<file path="config.mk">
export PLATFORM = sky130hd
export DESIGN_NAME = fetch_buffer
export DESIGN_NICKNAME = d
export VERILOG_FILES = /design/src/rtl/cpu_pkg.sv /design/src/rtl/fb_ptr.sv /design/src/rtl/fetch_buffer.sv
export SDC_FILE = /design/constraint.sdc
export NUM_CORES = 1
export LEC_CHECK = 0
export ABC_AREA = 1
export CORE_ASPECT_RATIO = 1.5
export CORE_UTILIZATION = 59
export CTS_CLUSTER_SIZE = 8
export DETAILED_ROUTE_END_ITERATION = 7
export MAX_ROUTING_LAYER = met4
export PLACE_DENSITY = 0.85
export SYNTH_ARGS = -nofsm -noshare
export SYNTH_HDL_FRONTEND = slang
export SYNTH_HIERARCHICAL = 1
export SYNTH_SLANG_ARGS = --single-unit
</file>
<file path="constraint.sdc">
create_clock -name clk -period 17.49 [get_ports clk]
set_input_delay 4.3725 -clock clk [delete_from_list [all_inputs] [get_ports clk]]
set_output_delay 4.3725 -clock clk [all_outputs]
set_load 0.01 [all_outputs]
</file>
<file path="src/rtl/cpu_pkg.sv">
// =============================================================================
// cpu_pkg : shared CPU constants and fetch-path types
// Rev 1.0 : initial release
// =============================================================================
`default_nettype none

package cpu_pkg;

    localparam int          PC_W_DEF    = 64;
    localparam int          INSTR_W_DEF = 32;
    localparam logic [31:0] NOP_INSTR   = 32'hD503201F;

    typedef struct packed {
        logic [PC_W_DEF-1:0]    pc;
        logic [INSTR_W_DEF-1:0] instr;
    } fetch_entry_t;

endpackage

`default_nettype wire

</file>
<file path="src/rtl/fb_ptr.sv">
// =============================================================================
// fb_ptr : wrapping queue pointer with synchronous clear (wraps modulo 2^W)
// Rev 1.0 : initial release
// =============================================================================
`default_nettype none

module fb_ptr #(
    parameter int W = 3
) (
    input  logic         clk,
    input  logic         reset,
    input  logic         inc,
    input  logic         clr,
    output logic [W-1:0] ptr
);

    // Clear wins over increment so a flush always lands the pointer on 0.
    always_ff @(posedge clk or negedge reset) begin
        if (!reset) begin
            ptr <= '0;
        end else if (clr) begin
            ptr <= '0;
        end else if (inc) begin
            ptr <= ptr + 1'b1;
        end
    end

endmodule

`default_nettype wire

</file>
<file path="src/rtl/fetch_buffer.sv">
// =============================================================================
// fetch_buffer : in-order fetch-to-decode queue with single-cycle flush
// Optional macro FETCH_BUFFER_BYPASS_EN: empty-queue fetch-to-decode bypass.
// Rev 1.0 : initial release
// =============================================================================
`default_nettype none

module fetch_buffer
    import cpu_pkg::*;
#(
    parameter int DEPTH   = 4,
    parameter int PC_W    = PC_W_DEF,
    parameter int INSTR_W = INSTR_W_DEF
) (
    input  logic                   clk,
    input  logic                   reset,
    input  logic                   flush,
    input  logic                   fetch_valid,
    input  logic [INSTR_W-1:0]     fetch_instr,
    input  logic [PC_W-1:0]        fetch_pc,
    output logic                   fetch_ready,
    output logic                   dec_valid,
    output logic [INSTR_W-1:0]     dec_instr,
    output logic [PC_W-1:0]        dec_pc,
    input  logic                   dec_ready,
    output logic [$clog2(DEPTH):0] count
);

    localparam int AW = $clog2(DEPTH);
    localparam int CW = AW + 1;

    logic [PC_W-1:0]    r_pc_mem    [DEPTH];
    logic [INSTR_W-1:0] r_instr_mem [DEPTH];

    logic [CW-1:0] w_rd_ptr;
    logic [CW-1:0] w_wr_ptr;
    logic [CW-1:0] r_count;

    logic w_empty;
    logic w_full;
    logic w_bypass;
    logic w_bypass_take;
    logic w_push;
    logic w_pop;

    assign w_empty = (r_count == '0);
    assign w_full  = (r_count == CW'(DEPTH));

`ifdef FETCH_BUFFER_BYPASS_EN
    // A fetch into an empty queue is shown to decode immediately; it only
    // needs storing if decode does not take it this cycle.
    assign w_bypass      = w_empty & fetch_valid & ~flush;
    assign w_bypass_take = w_bypass & dec_ready;
`else
    assign w_bypass      = 1'b0;
    assign w_bypass_take = 1'b0;
`endif

    assign fetch_ready = ~w_full;
    assign w_push      = fetch_valid & ~w_full & ~flush & ~w_bypass_take;
    assign w_pop       = ~w_empty & dec_ready & ~flush;

    fb_ptr #(
        .W (CW)
    ) u_rd_ptr (
        .clk   (clk),
        .reset (reset),
        .inc   (w_pop),
        .clr   (flush),
        .ptr   (w_rd_ptr)
    );

    fb_ptr #(
        .W (CW)
    ) u_wr_ptr (
        .clk   (clk),
        .reset (reset),
        .inc   (w_push),
        .clr   (flush),
        .ptr   (w_wr_ptr)
    );

    always_ff @(posedge clk or negedge reset) begin
        if (!reset) begin
            r_count <= '0;
        end else if (flush) begin
            r_count <= '0;
        end else if (w_push && !w_pop) begin
            r_count <= r_count + 1'b1;
        end else if (!w_push && w_pop) begin
            r_count <= r_count - 1'b1;
        end
    end

    // Storage is left untouched by reset and flush; occupancy alone says what is live.
    always_ff @(posedge clk) begin
        if (w_push) begin
            r_pc_mem[w_wr_ptr[AW-1:0]]    <= fetch_pc;
            r_instr_mem[w_wr_ptr[AW-1:0]] <= fetch_instr;
        end
    end

    always_comb begin
        dec_valid = 1'b0;
        dec_instr = INSTR_W'(NOP_INSTR);
        dec_pc    = '0;
        if (!w_empty) begin
            dec_valid = 1'b1;
            dec_instr = r_instr_mem[w_rd_ptr[AW-1:0]];
            dec_pc    = r_pc_mem[w_rd_ptr[AW-1:0]];
        end else if (w_bypass) begin
            dec_valid = 1'b1;
            dec_instr = fetch_instr;
            dec_pc    = fetch_pc;
        end
    end

    assign count = r_count;

endmodule

`default_nettype wire

</file>
==> flow_summary.ini, run 1 <==
[floorplan]
die_w_um = 134
std_cell_rows = 72
coreArea_mm2 = 0.0257
start_util = 0.599
ios = 202
die_height_um = 200
dieArea_mm2 = 0.0267

[sta]
finalHoldViolations = 0
maxSlewHeadroom = 0.269
drv_slew = 0
setup-tns-final_ns = 0
finalCriticalPeriod_ns = 8.50
clock.fmax_mhz = 118
finalCritPeriodShare = 0.486
hold_slack_ns = 0.638
rsz0062_at_grt = no
setup_violations = 0
fin_ws_ns = 8.99
fin_skew_ns = 0.0139
worst_pin_slew_ns = 1.10

[power]
switching_share = 0.284
comb_power_share = 0.262
p_leak_nw = 6.49
p_clk_frac = 0.336
vdd_drop_max_v = 0.000139
intPower_mw = 1.98
p_sw_uw = 787
p_per_area_mw_per_mm2 = 146
p_seq_frac = 0.402

[drt]
drt_iter0_markers = 773
antenna_left = 0
route.detailed.drc = 0
drt-wirelength-per-cell_um = 20.1
first_pass_iters = 5
vias = 10159
routed_wl_mm = 35.3
avgViaCountPerCell = 5.79

[critical_path]
worst-r2r-cell-count = 4
cp.required_ns = 13.12
worstPathMaxFanout = 116
cp-end-kind = primary output
criticalPathCategory = register to primary output
reg2reg_to = u_rd_ptr/ptr[1]
reg2reg_from = u_rd_ptr/ptr[0]
worst-r2r-setup-slack_ns = 15.21
worstSetupStartpointType = register
crit_arrival_ns = 4.13

[clock_network]
cts_tree = done
cts.sinks = 391
cts_buffers = 54
path_clk_slew_ns = 0.05
cts_setup_buffers = 0
htreeDepth = 2
cts_resized = 0
cts_buffer_depth = 3
hold_buffers = 0
cts_root_buffer = clkbuf_16
clk_latency_ns = 0.56

[cells_and_area]
finalCoreUtilization = 0.739
drive_above_1_share = 0.0585
n_fill_cell = 1597
area_growth_pct = 23.5
nets = 1500
final-instance-count-excl-fill = 1755

[yosys]
synth_area_mm2 = 0.0154
yosys_warnings = 6
synth_area_per_cell_um2 = 12.8
synth_fp_nets = 1302
postSynthCellCount = 1198

[hold_path]
min_from = count[1]
hold_class = register to register
hold_depth = 2
hold_path_end = count[1]

[global_route]
grt_max_degree = 117
grt_pass1_vias = 10513
grt_pass1_wl_mm = 53.9
grt_use_total = 0.276
overflow = 0
antenna_found_initial = 3

[run_status]
status = complete, no violations

[place]
hpwl_mm = 19.3
place_ws_ns = 9.61
gp_congestion = 0.796
placed_cells = 1673
io_buffer_count = 201

[run]
maxCapViolCount = 0
-- layer usage --
layer	share of wire	vias to the layer above	global-route usage	routed length (µm)
li1	-	4649	-	-
met1	0.37	4969	0.309	13100
met2	0.53	443	0.477	18600
met3	0.066	98	0.0490	2320
met4	0.037	0	0.133	1310
met5	0	-	-	0
-- worst max-delay path by stage --
stage | depth (start not counted) | end | from | slack (ns)
3_3_place_gp | 5 | dec_pc[29] | u_rd_ptr/ptr[0] | 9.63
2_1_floorplan | 5 | r_instr_mem[2][0] | flush | 5.61
3_5_place_dp | 5 | dec_pc[46] | u_rd_ptr/ptr[0] | 9.61
6_report | 5 | dec_pc[42] | u_rd_ptr/ptr[0] | 8.99
4_1_cts | 5 | dec_pc[29] | u_rd_ptr/ptr[0] | 9.00
5_1_grt | 5 | dec_pc[40] | u_rd_ptr/ptr[0] | 8.74
-- per-stage QoR --
stage,power (mW),cell area (µm²)
after global placement,1.83,17500
final,2.77,19000
after global routing,2.88,19000
after CTS,2.78,19000
after floorplan,1.50,15400
after detailed placement,1.85,17500
-- critical path, stage by stage (launching register included) --
cell	delay, ns
dfrtp_4	0.70
inv_4	0.64
buf_4	0.95
o21ai_0	0.23
a21oi_1	0.33
clkdlybuf4s50_1	0.59
-- flip-flops by register name (all words and copies together) (netlist names) --
register	cells
u_rd_ptr/ptr	2
r_pc_mem	256
count	3
r_instr_mem	128
u_wr_ptr/ptr	2
-- final cells by class --
cell class              instances  area [µm²]  area share
flip-flops and latches        391       11700       0.617
multi-input cells             713        3130       0.165
repair buffers                215        2120       0.112
clock buffers                  79        1510      0.0795
well taps                     333         417      0.0220
inverters                      21        82.6     0.00435
diodes                          3        7.51    0.000396
-- placed cells by master (no fill, tap or decap), drive strengths merged, types with 4 or more instances in the layout --
cell type,count
a21oi,109
nand2,67
dfrtp,7
nor3,4
clkbuf,79
nor2,338
buf,14
clkdlybuf4s50,201
o21ai,182
nand3,5
edfxtp,384
inv,20
-- power groups by stage --
stage / clock network, mW / logic (mW) / registers (mW)
after global routing: 0.978 / 0.786 / 1.12
after global placement: 0 / 0.707 / 1.13
final: 0.929 / 0.726 / 1.11
after CTS: 0.940 / 0.730 / 1.11
after detailed placement: 0 / 0.720 / 1.13
after floorplan: 0 / 0.375 / 1.12
Power figures use the tool's default switching activity.
==> run 2, diff against run 1 <==
CORE_UTILIZATION = 50   (was 59)
PLACE_DENSITY = 0.76   (was 0.85)
clock period = 7.1 ns   (was 17.49 ns; I/O delays follow)
==> run 2 against run 1 <==
Cell area is 0.36% higher; clock power is 140% higher; clock skew is 0.0066 ns lower; combinational power is 150% higher; hold slack worse by 0.019 ns; first-iteration DRC count is 5.4% lower; core utilization is 11 points lower; clock-buffer cell count is 1 lower.
==> flow_summary.ini, run 2 (synthesis gave the netlist of run 1 again) <==
[global_route]
antenna_found_initial = 4
grt_pass1_wl_mm = 52.4
grt_max_degree = 105
grt_use_total = 0.224
grt_pass1_vias = 9881
overflow = 0

[power]
comb_power_share = 0.263
p_per_area_mw_per_mm2 = 355
vdd_drop_max_v = 0.000213
p_seq_frac = 0.405
p_clk_frac = 0.332
p_sw_mw = 1.93
switching_share = 0.285
intPower_mw = 4.84
p_leak_nw = 6.47

[critical_path]
cp-end-kind = primary output
criticalPathCategory = register to primary output
reg2reg_from = u_rd_ptr/ptr[0]
worstSetupStartpointType = register
crit_arrival_ns = 4.01
worstPathMaxFanout = 100
reg2reg_to = u_rd_ptr/ptr[1]
worst-r2r-setup-slack_ns = 4.27
worst-r2r-cell-count = 4
cp.required_ns = 5.33

[cells_and_area]
largest_register_ffs = 256
area_growth_pct = 23.9
final_cell_mix = edfxtp_1, nor2_1, clkdlybuf4s50_1
n_fill_cell = 2212
final_common_cell = edfxtp_1
drive_above_1_share = 0.0571
nets = 1499

[sta]
finalCritPeriodShare = 0.815
maxSlewHeadroom = 0.268
fin_skew_ns = 0.00727
rsz0062_at_grt = no
setup_violations = 0
setup-tns-final_ns = 0
finalHoldViolations = 0
clock.fmax_mhz = 173
worst_pin_slew_ns = 1.10
drv_slew = 0
finalCriticalPeriod_ns = 5.78
fin_ws_ns = 1.32

[drt]
drt-wirelength-per-cell_um = 18.8
routed_wl_mm = 34.2
route.detailed.drc = 0
vias = 9918
drt_iter0_markers = 731
avgViaCountPerCell = 5.44
first_pass_iters = 6
antenna_left = 0

[run_status]
status = complete, no violations

[floorplan]
coreArea_mm2 = 0.0303
ios = 202
die_w_um = 145
dieArea_mm2 = 0.0315
std_cell_rows = 78
die_height_um = 217
start_util = 0.508

[clock_network]
hold_buffers = 0
cts_tree = done
cts_root_buffer = clkbuf_16
cts.sinks = 391
cts_resized = 0
cts_buffers = 54
cts_setup_buffers = 0
htreeDepth = 2
clk_latency_ns = 0.55
path_clk_slew_ns = 0.05
cts_buffer_depth = 3

[place]
io_buffer_count = 201
gp_congestion = 0.762
place_ws_ns = 1.89
hpwl_mm = 18.2

[run]
maxCapViolCount = 0

[hold_path]
hold_path_end = count[0]
min_from = count[0]
hold_depth = 2
hold_class = register to register
-- run 2: power by group through the flow --
| stage | clock network [mW] | logic, mW | registers [mW] |
|---|---|---|---|
| after floorplan | 0 | 0.924 | 2.76 |
| after global placement | 0 | 1.78 | 2.78 |
| after detailed placement | 0 | 1.79 | 2.78 |
| after CTS | 2.28 | 1.81 | 2.74 |
| after global routing | 2.37 | 1.93 | 2.75 |
| final | 2.25 | 1.78 | 2.74 |
-- run 2: worst max-delay path by stage --
stage | from | to | cells after the start
after floorplan | flush | r_instr_mem[2][0] | 5
after global placement | u_rd_ptr/ptr[0] | dec_pc[35] | 5
after detailed placement | u_rd_ptr/ptr[0] | dec_pc[35] | 5
after CTS | u_rd_ptr/ptr[0] | dec_pc[35] | 5
after global routing | u_rd_ptr/ptr[0] | dec_pc[11] | 6
final | u_rd_ptr/ptr[0] | dec_pc[13] | 6
-- run 2: through the flow --
stage          utilization  hold WS [ns]  instance area, µm²  instances  power, mW
3_3_place_gp         0.581         0.605               17600       1739       4.55
6_report             0.630         0.619               19000       1822       6.77
4_1_cts              0.629         0.622               19000       1818       6.83
2_1_floorplan            -         0.505               15400       1198       3.68
3_5_place_dp         0.581         0.613               17600       1739       4.58
5_1_grt              0.630         0.670               19000       1822       7.06
-- run 2: per-layer routing --
metal / share of wire / wire (µm) / global-route usage
met5: 0 / 0 / -
met4: 0.024 / 823 / 0.0916
met3: 0.063 / 2170 / 0.0349
met2: 0.52 / 17800 / 0.382
met1: 0.39 / 13400 / 0.265
-- run 2: final cells by class --
class                   count  area, µm²  area share
clock buffers              78       1460      0.0768
repair buffers            214       2130       0.112
clock inverters             1       8.76    0.000460
multi-input cells         713       3130       0.164
flip-flops and latches    391      11700       0.615
diodes                      4       10.0    0.000526
well taps                 400        500      0.0263
inverters                  21       83.8     0.00440
-- run 2: worst max-delay path, cell delays in order, from the launching register on --
cell and delay, ns:
dfrtp_4 1.08, buf_4 0.95, nor2_1 0.13, nor2_1 0.13
o21ai_0 0.12, a21oi_1 0.26, clkdlybuf4s50_1 0.60
